### src/rtl/huffman_pkg.sv
// Shared types and helpers for the Huffman decoder datapath.
package huffman_pkg;

    localparam int unsigned NSYM   = 6;
    localparam int unsigned CODE_W = 8;

    typedef logic [2:0]        sym_t;
    typedef logic [CODE_W-1:0] code_t;
    typedef logic [3:0]        len_t;

    typedef enum logic [1:0] {
        EMPTY,
        RUN,
        ERR
    } dec_state_t;

    function automatic len_t code_len(code_t m);
        len_t n;
        n = '0;
        for (int unsigned i = 0; i < CODE_W; i++) begin
            n = n + len_t'(m[i]);
        end
        return n;
    endfunction

endpackage

### src/rtl/huffman_decoder_if.sv
// Table/bitstream/symbol bus of the Huffman decoder.
// CNT1..CNT6 exist only when HUFF_DEC_CNT_EN is defined.
interface huffman_decoder_if;
    import huffman_pkg::*;

    logic  table_valid;
    code_t HC1, HC2, HC3, HC4, HC5, HC6;
    code_t M1, M2, M3, M4, M5, M6;
    logic  bit_valid;
    logic  bit_in;
    logic  sym_valid;
    sym_t  sym;
    logic  partial;
    logic  err;
`ifdef HUFF_DEC_CNT_EN
    logic [7:0] CNT1, CNT2, CNT3, CNT4, CNT5, CNT6;
`endif

`ifdef HUFF_DEC_CNT_EN
    modport master (
        output table_valid, HC1, HC2, HC3, HC4, HC5, HC6,
               M1, M2, M3, M4, M5, M6, bit_valid, bit_in,
        input  sym_valid, sym, partial, err,
               CNT1, CNT2, CNT3, CNT4, CNT5, CNT6
    );
    modport slave (
        input  table_valid, HC1, HC2, HC3, HC4, HC5, HC6,
               M1, M2, M3, M4, M5, M6, bit_valid, bit_in,
        output sym_valid, sym, partial, err,
               CNT1, CNT2, CNT3, CNT4, CNT5, CNT6
    );
`else
    modport master (
        output table_valid, HC1, HC2, HC3, HC4, HC5, HC6,
               M1, M2, M3, M4, M5, M6, bit_valid, bit_in,
        input  sym_valid, sym, partial, err
    );
    modport slave (
        input  table_valid, HC1, HC2, HC3, HC4, HC5, HC6,
               M1, M2, M3, M4, M5, M6, bit_valid, bit_in,
        output sym_valid, sym, partial, err
    );
`endif

endinterface

### src/rtl/huffman_code_match.sv
// Combinational match of the next shift-register state against one table entry.
module huffman_code_match
    import huffman_pkg::*;
(
    input  code_t i_sr_n,
    input  len_t  i_k_n,
    input  code_t i_hc,
    input  code_t i_m,
    input  len_t  i_len,
    output logic  o_match
);

    // A zero-length entry (mask 0) is unloaded and must never match.
    assign o_match = (i_len != '0) && (i_len == i_k_n) && ((i_sr_n & i_m) == i_hc);

endmodule

### src/rtl/huffman_decoder.sv
// Serial Huffman decoder: one code bit per cycle in, symbol index 1..6 out.
// Optional per-symbol decode counters are enabled by defining HUFF_DEC_CNT_EN.
module huffman_decoder
    import huffman_pkg::*;
(
    input  logic             clk,
    input  logic             rst_n,
    huffman_decoder_if.slave bus
);

    code_t      r_hc  [NSYM];
    code_t      r_m   [NSYM];
    len_t       r_len [NSYM];
    code_t      r_sr;
    len_t       r_k;
    dec_state_t r_state;
    logic       r_sym_valid;
    sym_t       r_sym;

    code_t      w_hc_in [NSYM];
    code_t      w_m_in  [NSYM];
    code_t      w_sr_sh;
    len_t       w_k_inc;
    logic [NSYM-1:0] w_match;
    logic       w_any;
    sym_t       w_sel;

    dec_state_t w_state_n;
    code_t      w_sr_n;
    len_t       w_k_n;
    logic       w_sym_valid_n;
    sym_t       w_sym_n;

    assign w_hc_in[0] = bus.HC1;
    assign w_hc_in[1] = bus.HC2;
    assign w_hc_in[2] = bus.HC3;
    assign w_hc_in[3] = bus.HC4;
    assign w_hc_in[4] = bus.HC5;
    assign w_hc_in[5] = bus.HC6;
    assign w_m_in[0]  = bus.M1;
    assign w_m_in[1]  = bus.M2;
    assign w_m_in[2]  = bus.M3;
    assign w_m_in[3]  = bus.M4;
    assign w_m_in[4]  = bus.M5;
    assign w_m_in[5]  = bus.M6;

    assign w_sr_sh = {r_sr[CODE_W-2:0], bus.bit_in};
    assign w_k_inc = len_t'(r_k + len_t'(1));

    for (genvar g = 0; g < NSYM; g++) begin : g_match
        huffman_code_match u_match (
            .i_sr_n  (w_sr_sh),
            .i_k_n   (w_k_inc),
            .i_hc    (r_hc[g]),
            .i_m     (r_m[g]),
            .i_len   (r_len[g]),
            .o_match (w_match[g])
        );
    end

    // Lowest index wins if a non-prefix-free table produces several matches.
    always_comb begin
        w_any = 1'b0;
        w_sel = '0;
        for (int unsigned i = 0; i < NSYM; i++) begin
            if (w_match[i] && !w_any) begin
                w_any = 1'b1;
                w_sel = sym_t'(i + 1);
            end
        end
    end

    always_ff @(posedge clk) begin
        if (!rst_n) begin
            for (int unsigned i = 0; i < NSYM; i++) begin
                r_hc[i]  <= '0;
                r_m[i]   <= '0;
                r_len[i] <= '0;
            end
        end else if (bus.table_valid) begin
            for (int unsigned i = 0; i < NSYM; i++) begin
                r_hc[i]  <= w_hc_in[i] & w_m_in[i];
                r_m[i]   <= w_m_in[i];
                r_len[i] <= code_len(w_m_in[i]);
            end
        end
    end

    always_ff @(posedge clk) begin
        if (!rst_n) begin
            r_state     <= EMPTY;
            r_sr        <= '0;
            r_k         <= '0;
            r_sym_valid <= 1'b0;
            r_sym       <= '0;
        end else begin
            r_state     <= w_state_n;
            r_sr        <= w_sr_n;
            r_k         <= w_k_n;
            r_sym_valid <= w_sym_valid_n;
            r_sym       <= w_sym_n;
        end
    end

    // A table strobe overrides everything, including a coincident bit.
    always_comb begin
        w_state_n     = r_state;
        w_sr_n        = r_sr;
        w_k_n         = r_k;
        w_sym_valid_n = 1'b0;
        w_sym_n       = r_sym;
        if (bus.table_valid) begin
            w_state_n = RUN;
            w_sr_n    = '0;
            w_k_n     = '0;
        end else begin
            case (r_state)
                RUN: begin
                    if (bus.bit_valid) begin
                        if (w_any) begin
                            w_sym_valid_n = 1'b1;
                            w_sym_n       = w_sel;
                            w_sr_n        = '0;
                            w_k_n         = '0;
                        end else if (w_k_inc == len_t'(CODE_W)) begin
                            w_state_n = ERR;
                            w_sr_n    = '0;
                            w_k_n     = '0;
                        end else begin
                            w_sr_n = w_sr_sh;
                            w_k_n  = w_k_inc;
                        end
                    end
                end
                EMPTY, ERR: begin
                    w_state_n = r_state;
                end
                default: begin
                    w_state_n = EMPTY;
                end
            endcase
        end
    end

    assign bus.sym_valid = r_sym_valid;
    assign bus.sym       = r_sym;
    assign bus.partial   = (r_k != '0);
    assign bus.err       = (r_state == ERR);

`ifdef HUFF_DEC_CNT_EN
    logic [7:0] r_cnt [NSYM];

    always_ff @(posedge clk) begin
        if (!rst_n || bus.table_valid) begin
            for (int unsigned i = 0; i < NSYM; i++) begin
                r_cnt[i] <= '0;
            end
        end else begin
            for (int unsigned i = 0; i < NSYM; i++) begin
                if (w_sym_valid_n && (w_sym_n == sym_t'(i + 1)) && (r_cnt[i] != '1)) begin
                    r_cnt[i] <= r_cnt[i] + 8'd1;
                end
            end
        end
    end

    assign bus.CNT1 = r_cnt[0];
    assign bus.CNT2 = r_cnt[1];
    assign bus.CNT3 = r_cnt[2];
    assign bus.CNT4 = r_cnt[3];
    assign bus.CNT5 = r_cnt[4];
    assign bus.CNT6 = r_cnt[5];
`endif

endmodule
### src/flat_wrapper.sv
// flat-port wrapper written by rule: the top's interface ports become plain ports
module huffman_decoder_flat import huffman_pkg::*;
  (clk, rst_n, bus_table_valid, bus_HC1, bus_HC2, bus_HC3, bus_HC4, bus_HC5, bus_HC6, bus_M1, bus_M2, bus_M3, bus_M4, bus_M5, bus_M6, bus_bit_valid, bus_bit_in, bus_sym_valid, bus_sym, bus_partial, bus_err);
  huffman_decoder_if bus_i ();
  input  logic clk;
  input  logic rst_n;
  input wire logic [$bits(bus_i.table_valid)-1:0] bus_table_valid;
  input wire logic [$bits(bus_i.HC1)-1:0] bus_HC1;
  input wire logic [$bits(bus_i.HC2)-1:0] bus_HC2;
  input wire logic [$bits(bus_i.HC3)-1:0] bus_HC3;
  input wire logic [$bits(bus_i.HC4)-1:0] bus_HC4;
  input wire logic [$bits(bus_i.HC5)-1:0] bus_HC5;
  input wire logic [$bits(bus_i.HC6)-1:0] bus_HC6;
  input wire logic [$bits(bus_i.M1)-1:0] bus_M1;
  input wire logic [$bits(bus_i.M2)-1:0] bus_M2;
  input wire logic [$bits(bus_i.M3)-1:0] bus_M3;
  input wire logic [$bits(bus_i.M4)-1:0] bus_M4;
  input wire logic [$bits(bus_i.M5)-1:0] bus_M5;
  input wire logic [$bits(bus_i.M6)-1:0] bus_M6;
  input wire logic [$bits(bus_i.bit_valid)-1:0] bus_bit_valid;
  input wire logic [$bits(bus_i.bit_in)-1:0] bus_bit_in;
  output wire logic [$bits(bus_i.sym_valid)-1:0] bus_sym_valid;
  output wire logic [$bits(bus_i.sym)-1:0] bus_sym;
  output wire logic [$bits(bus_i.partial)-1:0] bus_partial;
  output wire logic [$bits(bus_i.err)-1:0] bus_err;
  assign bus_i.table_valid = bus_table_valid;
  assign bus_i.HC1 = bus_HC1;
  assign bus_i.HC2 = bus_HC2;
  assign bus_i.HC3 = bus_HC3;
  assign bus_i.HC4 = bus_HC4;
  assign bus_i.HC5 = bus_HC5;
  assign bus_i.HC6 = bus_HC6;
  assign bus_i.M1 = bus_M1;
  assign bus_i.M2 = bus_M2;
  assign bus_i.M3 = bus_M3;
  assign bus_i.M4 = bus_M4;
  assign bus_i.M5 = bus_M5;
  assign bus_i.M6 = bus_M6;
  assign bus_i.bit_valid = bus_bit_valid;
  assign bus_i.bit_in = bus_bit_in;
  assign bus_sym_valid = bus_i.sym_valid;
  assign bus_sym = bus_i.sym;
  assign bus_partial = bus_i.partial;
  assign bus_err = bus_i.err;
  huffman_decoder u_core (.clk(clk), .rst_n(rst_n), .bus(bus_i));
endmodule
### config.mk
export PLATFORM = sky130hd
export DESIGN_NAME = huffman_decoder_flat
export DESIGN_NICKNAME = d
export VERILOG_FILES = /design/src/rtl/huffman_pkg.sv /design/src/rtl/huffman_decoder_if.sv /design/src/rtl/huffman_code_match.sv /design/src/rtl/huffman_decoder.sv /design/src/flat_wrapper.sv
export SDC_FILE = /design/constraint.sdc
export NUM_CORES = 1
export LEC_CHECK = 0
export BUFFER_PORTS_ARGS = -buffer_cell sky130_fd_sc_hd__buf_4
export CAP_MARGIN = 20
export CORE_AREA = 3 3 184 114
export CTS_BUF_LIST = sky130_fd_sc_hd__clkbuf_4
export DETAILED_ROUTE_END_ITERATION = 10
export DIE_AREA = 0 0 187 117
export GPL_TIMING_DRIVEN = 1
export PLACE_DENSITY = 0.55
export SLEW_MARGIN = 20
export SYNTH_ARGS = -nofsm -noshare
export SYNTH_HDL_FRONTEND = slang
export SYNTH_SLANG_ARGS = --single-unit
### constraint.sdc
create_clock -name clk -period 13.2 [get_ports clk]
set_input_delay 3.3 -clock clk [delete_from_list [all_inputs] [get_ports clk]]
set_output_delay 3.3 -clock clk [all_outputs]
set_load 0.02 [all_outputs]
==> insert_results.sql, run 1 <==
INSERT INTO impl_metrics (metric_group, metric, value, unit) VALUES
('finish', 'num-nets-final', '947', ''),
('synthesis', 'avgSynthCellArea', '11.0', 'sq um'),
('floorplanning', 'fp.dieW', '187', 'um'),
('power_and_ir_drop', 'share_comb_of_total_power', '17.6', '%'),
('critical_path', 'critical_path.reg2reg.endpoint', 'u_core.r_k[0]', ''),
('power_and_ir_drop', 'ir_drop', '0.0604', 'mV'),
('place', 'place.port_buffers', '106', ''),
('routing', 'wl', '20100', 'um'),
('routing', 'drt-vias-per-instance', '5.11', ''),
('floorplanning', 'core_area', '0.0192', 'sq mm'),
('critical_path', 'setup.worst_path.start_class', 'input pin', ''),
('global_route', 'grt_overflow_total', '0', ''),
('synthesis', 'yosys_warnings', '0', ''),
('critical_path', 'crit_path_max_incr_delay', '490', 'ps'),
('cts', 'cts_tree', 'yes', ''),
('finish', 'area_growth_syn_to_layout', '17.0', '%'),
('routing', 'first_pass_iters', '6', ''),
('cts', 'post_cts.resized_instances', '0', ''),
('cts', 'cts_hold_buf', '0', ''),
('synthesis', 'synth.area.top_cells', 'edfxtp_1 47%, fa_1 6.2%, xor2_1 6.0%, dfxtp_1 4.4%, and3_1 4.4%', ''),
('critical_path', 'critPathCaptureType', 'flip-flop', ''),
('critical_path', 'worstPathBufferInverterCount', '4', ''),
('critical_path', 'worstPathRequired', '13480', 'ps'),
('critical_path', 'worst-r2r-setup-slack', '9950', 'ps'),
('synthesis', 'synth_enable_flop_cells', '120', ''),
('routing', 'detail_route.iter0.violations', '473', ''),
('critical_path', 'worstSetupEndpoint', 'u_core.r_len[0][10]', ''),
('global_route', 'grt_max_degree', '85', ''),
('routing', 'antenna_left', '0', ''),
('global_route', 'number_of_antenna_violations_at_the_first_check_in_global_routing', '0', ''),
('power_and_ir_drop', 'sequentialPowerShare', '54.4', '%'),
('synthesis', 'synth.top_cells.by_count', '120 x edfxtp_1, 76 x nand2_1, 67 x inv_1', ''),
('critical_path', 'critical-path-slowest-cell', 'fa_1', ''),
('critical_path', 'setup.worst_path.class', 'input pin to flip-flop', ''),
('cts', 'postCtsSetupBuffers', '0', ''),
('power_and_ir_drop', 'p_sw', '283', 'uW'),
('timing', 'setup_tns', '0', 'ps'),
('global_route', 'first_global_vias', '5688', ''),
('cts', 'cts_htree_levels', '4', ''),
('synthesis', 'mappedNetlistNets', '845', ''),
('power_and_ir_drop', 'power.share.switching', '29.4', '%'),
('critical_path', 'critical_path_depth', '11', ''),
('global_route', 'global_route.usage.total', '18.8', '%'),
('status', 'run_status', 'finished, final reports clean', ''),
('synthesis', 'post-synth-top-count-cell', 'edfxtp_1', ''),
('critical_path', 'crit_start', 'bus_M3[0]', ''),
('synthesis', 'synth.cell_area', '0.00771', 'sq mm'),
('critical_path', 'largest_fanout_on_the_critical_path', '2', ''),
('synthesis', 'yosys.cell_types.count', '56', ''),
('timing', 'achievable-frequency', '186', 'MHz'),
('floorplanning', 'pin_count', '107', ''),
('critical_path', 'reg2reg_depth', '9', ''),
('timing', 'finClkSkew', '26.4', 'ps'),
('routing', 'wire_per_inst', '18.5', 'um'),
('cts', 'clock_tree.buffer_depth', '2', ''),
('synthesis', 'synthArstFlopShare', '0', '%'),
('finish', 'drive_above_1_share', '20.2', '%'),
('power_and_ir_drop', 'p_int', '679', 'uW'),
('critical_path', 'critical_path.most_common_cell', 'fa_1', ''),
('hold_path', 'hold_class', 'flip-flop to flip-flop', ''),
('timing', 'actual_slew_at_the_worst_max_slew_pin', '812', 'ps'),
('routing', 'routed-via-count', '5522', ''),
('cts', 'cts.clk_slew.worst_paths', '110', 'ps'),
('critical_path', 'crit_path_cell_trace', 'buf_4, ha_1, inv_1, fa_1, fa_1, inv_1, fa_1, inv_1, fa_1, xor2_1, nor2_1', ''),
('timing', 'number_of_endpoints_failing_setup_at_the_final_stage', '0', ''),
('global_route', 'grt_pass1_wl', '31300', 'um'),
('cts', 'clock_sinks', '137', ''),
('critical_path', 'launch_point_of_the_worst_reg_to_reg_path', 'u_core.r_k[1]', ''),
('timing', 'min_period_over_period', '40.7', '%'),
('timing', 'hold_violations', '0', ''),
('timing', 'min_period', '5380', 'ps');
[worst reg2reg max path: stages (launching register included)]
cell and delay [ps]:
dfxtp_1 460, inv_1 70, ha_1 610, nor3b_1 350, nor3_1 80, a211oi_1 250
a21oi_1 160, a211oi_2 430, nand3_2 390, o41ai_2 380
[stage by stage]
stage	util, %	instance area [sq um]	hold WS, ps	setup WS (ps)	std cells
6_report	47.0	9020	503	7820	1081
5_1_grt	47.0	9020	529	7770	1081
4_1_cts	46.9	9000	511	7850	1080
3_5_place_dp	45.5	8730	495	7260	1048
3_3_place_gp	45.5	8730	493	7330	1048
2_1_floorplan	-	7710	493	5550	700
[sequential cells by signal, indices dropped and copies added (netlist names)]
register              cells
u_core.bus.sym_valid      1
u_core.r_m               48
u_core.r_k                4
u_core.r_len             24
u_core.bus.sym            3
u_core.r_state            2
u_core.r_sr               7
u_core.r_hc              48
[per-layer routing]
metal	share of wire, %	global-route usage [%]	vias to the layer above
met5	0	0	-
met4	2.0	5.79	0
met3	6.2	3.81	28
met2	43	29.2	186
met1	49	26.8	2679
li1	-	-	2629
[power by group through the flow]
stage               clock network (uW)  logic, uW  registers (uW)
floorplan                            0        108             530
global placement                     0        160             532
detailed placement                   0        169             533
CTS                                274        170             523
global route                       291        193             527
finish                             270        169             523
[cell type report]
| class | count | area (sq um) | share of cell area (%) |
|---|---|---|---|
| Multi-Input combinational cell | 467 | 3370 | 37.4 |
| Clock buffer | 17 | 128 | 1.41 |
| Clock inverter | 15 | 141 | 1.57 |
| Tap cell | 266 | 333 | 3.69 |
| Inverter | 68 | 258 | 2.86 |
| Timing Repair Buffer | 111 | 846 | 9.38 |
| Sequential cell | 137 | 3940 | 43.7 |
[kinds of logic after synthesis]
| kind of cell | synth area share (%) |
|---|---|
| AOI/OAI and AO/OA | 6.16 |
| xor gates and xnor gates | 8.18 |
| adders and majority gates | 9.47 |
| buffers and inverters | 5.14 |
| DFF | 51.1 |
| muxes | 0.389 |
| and+or+nand+nor | 19.5 |
[worst min-delay path by stage]
stage	cells past startpoint	slack (ps)	to	startpoint
after floorplan	2	490	u_core.r_k[1]	u_core.r_k[1]
after global placement	2	490	u_core.bus.sym[0]	u_core.bus.sym[0]
after detailed placement	2	490	u_core.bus.sym[0]	u_core.bus.sym[0]
after CTS	2	510	u_core.bus.sym[0]	u_core.bus.sym[0]
final	2	500	u_core.bus.sym[0]	u_core.bus.sym[0]
after global routing	2	530	u_core.bus.sym[0]	u_core.bus.sym[0]
[cell usage in the layout (no fill, tap or decap), types with 3 or more instances in the layout]
cell	Yosys	final
o211ai_1	3	3
nand4_1	14	14
nor4_2	4	4
nor3_1	6	6
clkinvlp_4	0	3
inv_6	0	4
buf_4	3	110
fa_1	24	24
and3_1	54	54
clkbuf_4	0	17
a21oi_1	11	11
inv_1	67	67
clkinv_4	0	4
a21boi_0	5	5
nor2_1	58	58
nand2_1	76	76
nor3b_1	4	4
xnor2_1	14	14
a211oi_1	7	7
and2_1	26	26
xor2_1	53	53
nor2b_1	6	6
edfxtp_1	120	120
and3b_1	5	5
mux2i_1	3	3
ha_1	20	20
dfxtp_1	17	17
nand3_1	24	24
o21ai_2	8	8
o21ai_0	3	3
nor4_1	8	8
Note: power is estimated with default switching activity, not from simulation.
==> run 2, diff against run 1 <==
==> constraint.sdc (replaced) <==
create_clock -name clk -period 5.11 [get_ports clk]
set_input_delay 1.2775 -clock clk [delete_from_list [all_inputs] [get_ports clk]]
set_output_delay 1.2775 -clock clk [all_outputs]
set_load 0.02 [all_outputs]
==> run 2 against run 1 <==
Against the previous run:
- total power grew to 2.5 times the previous value
- sequential cell count stayed put
- first-iteration DRC count decreased by 14%
- combinational power grew to 2.6 times the previous value
- hold slack better by 12 ps
- clock power increased by 140%
- global-route usage is 0.052 points lower
- sequential power grew to 2.6 times the previous value
==> insert_results.sql, run 2 (same netlist as run 1, synthesis figures left out) <==
INSERT INTO impl_metrics (metric_group, metric, value, unit) VALUES
('cts', 'clock_sinks', '137', ''),
('critical_path', 'crit_path_cell_trace', 'buf_4, ha_1, inv_1, fa_1, fa_1, inv_1, fa_1, inv_1, fa_1, nor2_1', ''),
('cts', 'cts_htree_levels', '4', ''),
('cts', 'post_cts.resized_instances', '0', ''),
('critical_path', 'critical-path-slowest-cell', 'fa_1', ''),
('global_route', 'global_route.usage.total', '18.7', '%'),
('timing', 'min_period_over_period', '64.8', '%'),
('global_route', 'first_global_vias', '5601', ''),
('hold_path', 'hold_class', 'flip-flop to flip-flop', ''),
('power_and_ir_drop', 'design_power_total', '2440', 'uW'),
('cts', 'clock_tree.buffer_depth', '2', ''),
('global_route', 'grt_overflow_total', '0', ''),
('timing', 'grt_setup_unrepaired', 'no', ''),
('timing', 'min_period', '3310', 'ps'),
('power_and_ir_drop', 'power.static_leakage', '0.00385', 'uW'),
('routing', 'wl_met2', '8640', 'um'),
('global_route', 'grt_max_degree', '51', ''),
('floorplanning', 'fp.dieW', '187', 'um'),
('finish', 'finish.utilization', '46.9', '%'),
('floorplanning', 'core_area', '0.0192', 'sq mm'),
('floorplanning', 'effective_utilization_at_floorplan', '40.2', '%'),
('timing', 'finClkSkew', '22.7', 'ps'),
('finish', 'register_area', '0.00394', 'sq mm'),
('timing', 'setup_tns', '0', 'ps'),
('cts', 'cts.clk_slew.worst_paths', '140', 'ps'),
('hold_path', 'hold_depth', '2', ''),
('finish', 'final_cell_mix', '120 x edfxtp_1, 111 x buf_4, 76 x nand2_1', ''),
('routing', 'met1_length', '9760', 'um'),
('routing', 'top_routing_layer_in_use', 'met4', ''),
('timing', 'hold_slack', '515', 'ps'),
('critical_path', 'crit_path_max_incr_delay', '490', 'ps'),
('floorplanning', 'floorplan.rows', '39', ''),
('finish', 'drive_above_1_share', '20.5', '%'),
('critical_path', 'launch_point_of_the_worst_reg_to_reg_path', 'u_core.r_k[1]', ''),
('critical_path', 'worstPathRequired', '5520', 'ps'),
('timing', 'number_of_endpoints_failing_setup_at_the_final_stage', '0', ''),
('finish', 'most_common_cell_after_layout_fill_and_taps_aside', 'edfxtp_1', ''),
('place', 'place.port_buffers', '106', ''),
('finish', 'area_growth_syn_to_layout', '16.5', '%'),
('status', 'run_status', 'finished, final reports clean', ''),
('critical_path', 'reg2reg_depth', '9', ''),
('timing', 'actual_slew_at_the_worst_max_slew_pin', '780', 'ps'),
('cts', 'cts_hold_buf', '0', ''),
('routing', 'antenna_left', '0', ''),
('global_route', 'number_of_antenna_violations_at_the_first_check_in_global_routing', '0', ''),
('critical_path', 'critical_path.reg2reg.endpoint', 'u_core.r_k[0]', ''),
('routing', 'drt-vias-per-instance', '5.09', ''),
('finish', 'multi_input_area', '0.00337', 'sq mm'),
('power_and_ir_drop', 'power_per_cell_area', '272', 'mW/mm^2'),
('timing', 'hold_violations', '0', ''),
('routing', 'wire_per_inst', '18.6', 'um'),
('routing', 'drc_errors', '0', ''),
('routing', 'wl_met3', '1410', 'um'),
('routing', 'detail_route.iter0.violations', '408', ''),
('flow_run', 'max-cap-violations', '0', ''),
('routing', 'wl', '20100', 'um'),
('routing', 'routed-via-count', '5504', ''),
('finish', 'n_antenna_cell', '0', ''),
('cts', 'clockRootBuffer', 'clkbuf_4', ''),
('timing', 'achievable-frequency', '302', 'MHz'),
('cts', 'cts_tree', 'yes', ''),
('hold_path', 'worst_hold_path.endpoint', 'u_core.bus.sym[0]', ''),
('cts', 'cts-buffers-inserted', '17', ''),
('critical_path', 'critical_path.most_common_cell', 'fa_1', ''),
('place', 'post-dp-hpwl', '14400', 'um'),
('critical_path', 'critPathCaptureType', 'flip-flop', ''),
('floorplanning', 'floorplan.die_area', '0.0219', 'sq mm'),
('finish', 'biggestRegsByFlops', 'u_core.r_hc: 48 flops, u_core.r_m: 48 flops, u_core.r_len: 24 flops', ''),
('routing', 'first_pass_iters', '5', ''),
('critical_path', 'worst-r2r-setup-slack', '1980', 'ps'),
('finish', 'number_of_cells_in_the_finished_layout_apart_from_fillers', '1081', ''),
('cts', 'clk-insertion-delay-late', '550', 'ps'),
('place', 'gp_congestion', '0.850', ''),
('floorplanning', 'dieHeight', '117', 'um'),
('critical_path', 'largest_fanout_on_the_critical_path', '2', ''),
('critical_path', 'setup.worst_path.start_class', 'input pin', ''),
('floorplanning', 'pin_count', '107', ''),
('power_and_ir_drop', 'ir_drop', '0.108', 'mV'),
('finish', 'num-nets-final', '947', ''),
('global_route', 'grt_pass1_wl', '30800', 'um'),
('hold_path', 'min_from', 'u_core.bus.sym[0]', ''),
('cts', 'postCtsSetupBuffers', '0', ''),
('timing', 'maxSlewViolCount', '0', ''),
('finish', 'num-fill-cells', '1790', ''),
('place', 'dpl.cell_count', '1049', ''),
('critical_path', 'arrival', '3730', 'ps'),
('critical_path', 'setup.worst_path.class', 'input pin to flip-flop', ''),
('timing', 'timing.max_slew.rel_slack', '48.0', '%');
==> run 2: worst max-delay path by stage <==
stage / endpoint / start
3_3_place_gp: u_core.r_len[0][21] / bus_M6[0]
4_1_cts: u_core.r_len[0][21] / bus_M6[0]
2_1_floorplan: u_core.r_k[0] / bus_table_valid
3_5_place_dp: u_core.r_len[0][21] / bus_M6[0]
5_1_grt: u_core.r_len[0][5] / bus_M2[0]
6_report: u_core.r_len[0][13] / bus_M4[0]
==> run 2: worst max-delay path: cells and delay by family <==
kind | cells | cell delay, ps
AND/OR/NAND/NOR | 1 | 130
buffers and inverters | 4 | 310
adder cells (fa/ha/maj) | 5 | 1990
==> run 2: per-stage QoR <==
step	setup WS, ps	instance area, sq um
after floorplan	1100	7710
after global routing	1720	8990
after detailed placement	1230	8740
final	1800	8990
after CTS	1840	8990
after global placement	1270	8740
==> run 2: layout make-up <==
type | count | share of cell area [%]
inverter | 68 | 2.87
clock buffer | 18 | 1.50
multi-input combinational | 467 | 37.5
tap | 266 | 3.70
timing repair buffer | 111 | 9.27
clock inverter | 14 | 1.27
sequential | 137 | 43.9
==> run 2: layer usage <==
metal,vias up,track usage [%]
met3,20,4.38
met4,0,5.13
met2,209,28.6
li1,2636,-
met5,-,0
met1,2639,27.1
==> run 2: power breakdown <==
part	total (uW)	internal, uW	switching (uW)
clock network	654	206	448
logic	434	193	241
registers	1350	1310	42.2
==> run 3, diff against run 2 <==
--- a/config.mk
+++ b/config.mk
@@ -5,14 +5,15 @@
 export SDC_FILE = /design/constraint.sdc
 export NUM_CORES = 1
 export LEC_CHECK = 0
+export ABC_AREA = 1
 export BUFFER_PORTS_ARGS = -buffer_cell sky130_fd_sc_hd__buf_4
 export CAP_MARGIN = 20
-export CORE_AREA = 3 3 184 114
+export CORE_AREA = 3 3 190 118
 export CTS_BUF_LIST = sky130_fd_sc_hd__clkbuf_4
 export DETAILED_ROUTE_END_ITERATION = 10
-export DIE_AREA = 0 0 187 117
+export DIE_AREA = 0 0 193 121
 export GPL_TIMING_DRIVEN = 1
-export PLACE_DENSITY = 0.55
+export PLACE_DENSITY = 0.57
 export SLEW_MARGIN = 20
 export SYNTH_ARGS = -nofsm -noshare
 export SYNTH_HDL_FRONTEND = slang
==> constraint.sdc (replaced) <==
create_clock -name clk -period 2.8 [get_ports clk]
set_input_delay 0.7 -clock clk [delete_from_list [all_inputs] [get_ports clk]]
set_output_delay 0.7 -clock clk [all_outputs]
set_load 0.02 [all_outputs]
==> run 3 against run 2 <==
Against the previous run:
- clock power increased by 97%
- global-route usage fell by 0.26 points
- sequential power increased by 83%
- area after synthesis increased by 7.0%
- sequential cell count did not move
- first-iteration DRC count grew 4.9%
- setup slack got worse by 1700 ps
- combinational power is 120% higher
- critical path depth stayed put
- synthesized cell count rose by 43%
- non-clock buffer count up 26
- critical endpoint unchanged
==> insert_results.sql, run 3 <==
INSERT INTO impl_metrics (metric_group, metric, value, unit) VALUES
('status', 'run_status', 'finished, final reports clean', ''),
('critical_path', 'worstPathRequired', '3180', 'ps'),
('critical_path', 'setup.worst_path.start_class', 'input pin', ''),
('timing', 'setup_tns', '0', 'ps'),
('routing', 'drt-vias-per-instance', '4.58', ''),
('floorplanning', 'core_area', '0.0208', 'sq mm'),
('floorplanning', 'floorplan.rows', '41', ''),
('place', 'place.port_buffers', '106', ''),
('routing', 'wl', '20400', 'um'),
('finish', 'num-nets-final', '1274', ''),
('power_and_ir_drop', 'ir_drop', '0.204', 'mV'),
('synthesis', 'synth-xor-area-share', '2.87', '%'),
('timing', 'finalWorstSetupSlack', '121', 'ps'),
('routing', 'first_pass_iters', '5', ''),
('synthesis', 'synthArstFlopShare', '0', '%'),
('floorplanning', 'floorplan.die_area', '0.0234', 'sq mm'),
('floorplanning', 'fp.dieW', '193', 'um'),
('place', 'pre_cts_slack', '-453', 'ps'),
('routing', 'routed-via-count', '6507', ''),
('floorplanning', 'pin_count', '107', ''),
('synthesis', 'synth_seq_cells', '137', ''),
('synthesis', 'fraction_of_the_yosys_area_taken_by_sequential_cells', '47.8', '%'),
('synthesis', 'mappedNetlistNets', '1145', ''),
('finish', 'biggestRegsByFlops', 'u_core.r_hc: 48 flops, u_core.r_m: 48 flops, u_core.r_len: 24 flops', ''),
('routing', 'drc_errors', '0', ''),
('cts', 'cts_htree_levels', '4', ''),
('synthesis', 'synth.cell_area', '0.00825', 'sq mm'),
('synthesis', 'synth_cells', '1000', ''),
('timing', 'min_period_over_period', '95.7', '%'),
('cts', 'cts-buffers-inserted', '17', ''),
('synthesis', 'synth.top_cells.by_count', '261 x nand2_1, 182 x nor2_1, 169 x inv_1', ''),
('global_route', 'number_of_antenna_violations_at_the_first_check_in_global_routing', '0', ''),
('critical_path', 'worst-r2r-setup-slack', '280', 'ps'),
('global_route', 'grt_overflow_total', '0', ''),
('floorplanning', 'dieHeight', '121', 'um'),
('floorplanning', 'effective_utilization_at_floorplan', '39.6', '%'),
('timing', 'min_period', '2680', 'ps'),
('timing', 'grt_setup_unrepaired', 'no', ''),
('routing', 'wire_per_inst', '14.3', 'um'),
('timing', 'achievable-frequency', '373', 'MHz'),
('synthesis', 'post-synth-top-count-cell', 'nand2_1', ''),
('cts', 'cts.clk_slew.worst_paths', '130', 'ps'),
('place', 'gp_congestion', '0.820', ''),
('synthesis', 'synth-compound-area-share', '1.83', '%'),
('cts', 'postCtsSetupBuffers', '0', ''),
('timing', 'hold_violations', '0', ''),
('finish', 'postLayoutCellArea', '0.00992', 'sq mm'),
('cts', 'clk-insertion-delay-late', '560', 'ps'),
('hold_path', 'hold_class', 'input pin to flip-flop', ''),
('power_and_ir_drop', 'power.static_leakage', '0.00466', 'uW'),
('synthesis', 'yosys.cell_types.count', '34', ''),
('power_and_ir_drop', 'power_per_cell_area', '474', 'mW/mm^2'),
('timing', 'actual_slew_at_the_worst_max_slew_pin', '632', 'ps'),
('timing', 'number_of_endpoints_failing_setup_at_the_final_stage', '0', ''),
('routing', 'detail_route.iter0.violations', '428', ''),
('synthesis', 'synth_flop_cell', 'edfxtp_1', ''),
('synthesis', 'synth.area.top_cells', 'edfxtp_1 44%, nand2_1 12%, nor2_1 8.3%, inv_1 7.7%, fa_1 5.8%', ''),
('place', 'placedInstanceArea', '0.00965', 'sq mm'),
('critical_path', 'largest_fanout_on_the_critical_path', '2', ''),
('finish', 'final_cell_mix', '259 x nand2_1, 182 x nor2_1, 157 x inv_1', ''),
('synthesis', 'combinational_family_with_the_most_area_after_synthesis', 'simple AND/OR/NAND/NOR gates', ''),
('finish', 'finish.utilization', '47.6', '%'),
('synthesis', 'synthDominantAreaCellType', 'edfxtp_1', ''),
('timing', 'timing.max_slew.rel_slack', '57.8', '%'),
('synthesis', 'synth_largest_type_area_fraction', '43.7', '%'),
('finish', 'most_common_cell_after_layout_fill_and_taps_aside', 'nand2_1', ''),
('global_route', 'first_global_vias', '6183', ''),
('synthesis', 'avgSynthCellArea', '8.25', 'sq um'),
('cts', 'clock_sinks', '137', ''),
('finish', 'drive_above_1_share', '19.2', '%'),
('cts', 'cts_tree', 'yes', ''),
('synthesis', 'synth_enable_flop_cells', '120', ''),
('global_route', 'grt_max_degree', '122', ''),
('flow_run', 'max-cap-violations', '0', ''),
('synthesis', 'yosys_warnings', '0', ''),
('global_route', 'global_route.usage.total', '18.5', '%'),
('timing', 'maxSlewViolCount', '0', ''),
('routing', 'antenna_left', '0', ''),
('timing', 'finClkSkew', '22.5', 'ps'),
('timing', 'hold_slack', '432', 'ps'),
('cts', 'clock_tree.buffer_depth', '2', ''),
('synthesis', 'synthAdderAreaFrac', '8.86', '%'),
('synthesis', 'yosys-mux-area-fraction', '0', '%'),
('synthesis', 'basic_gate_share_of_the_synthesized_area_counting_and_or_nand_and_nor_cells', '29.2', '%'),
('finish', 'area_growth_syn_to_layout', '20.2', '%'),
('critical_path', 'setup.worst_path.class', 'input pin to flip-flop', ''),
('cts', 'post_cts.resized_instances', '0', ''),
('cts', 'clockRootBuffer', 'clkbuf_4', ''),
('global_route', 'grt_pass1_wl', '32800', 'um'),
('critical_path', 'critPathCaptureType', 'flip-flop', ''),
('cts', 'cts_hold_buf', '0', ''),
('critical_path', 'arrival', '3060', 'ps'),
('place', 'post-dp-hpwl', '15000', 'um'),
('finish', 'n_antenna_cell', '0', '');
[run 3: changes by cell type after synthesis, sizes merged, moves of 7 or more]
cell    delta
nand2    +189
nor2     +128
inv      +104
and3      -55
nand3     +44
xor2      -37
and2      -27
nand3b    +15
nor4      -12
a21oi     +11
a211oi     -9
o21ai      -7
[run 3: stage by stage]
stage / total power, uW / std cells
2_1_floorplan: 3120 / 1000
3_3_place_gp: 3450 / 1389
3_5_place_dp: 3470 / 1389
4_1_cts: 4760 / 1420
5_1_grt: 5010 / 1420
6_report: 4700 / 1420
[run 3: final timing paths]
kind / depth (start not counted) / end / from
worst min register to register: 2 / u_core.r_state[0] / u_core.r_state[0]
worst max register to register: 13 / u_core.r_state[1] / u_core.r_k[1]
worst max-delay path: 10 / u_core.r_len[0][13] / bus_M4[1]
worst min-delay path: 3 / u_core.r_hc[0][18] / bus_HC3[2]
[run 3: power breakdown]
part | switching [uW] | internal, uW | total [uW] | leakage (uW)
combinational | 527 | 413 | 940 | 0.00309
sequential | 79.8 | 2390 | 2470 | 0.00143
clock | 764 | 525 | 1290 | 0.000134
total | 1370 | 3330 | 4700 | 0.00466
[run 3: cell families (layout without fill, tap and decap cells)]
family / Yosys count / in the layout
AND/OR/NAND/NOR: 564 / 564
buffers and inverters: 199 / 340
flip-flops: 137 / 137
adder cells (fa/ha/maj): 44 / 44
XOR/XNOR: 27 / 27
AO/OA/AOI/OAI: 29 / 29
[run 3: layout make-up]
type                            instances  area [sq um]
Fill cell                            2067         10900
Sequential cell                       137          3940
Multi-Input combinational cell        664          3650
Timing Repair Buffer                  137          1070
Inverter                              172           646
Tap cell                              279           349
Clock buffer                           18           135
Clock inverter                         13           130
[run 3: critical path, stage by stage]
cell	delay (ps)
buf_4	120
ha_4	250
inv_2	30
fa_1	460
fa_1	490
inv_1	50
fa_2	340
inv_2	60
fa_2	410
nor2_1	140
[run 3: routing by layer]
metal / global-route usage [%] / wire, um / vias to the layer above
li1: - / - / 3381
met1: 28.5 / 10700 / 2958
met2: 26.4 / 8350 / 146
met3: 3.93 / 1050 / 22
met4: 4.42 / 262 / 0
met5: 0 / 0 / -
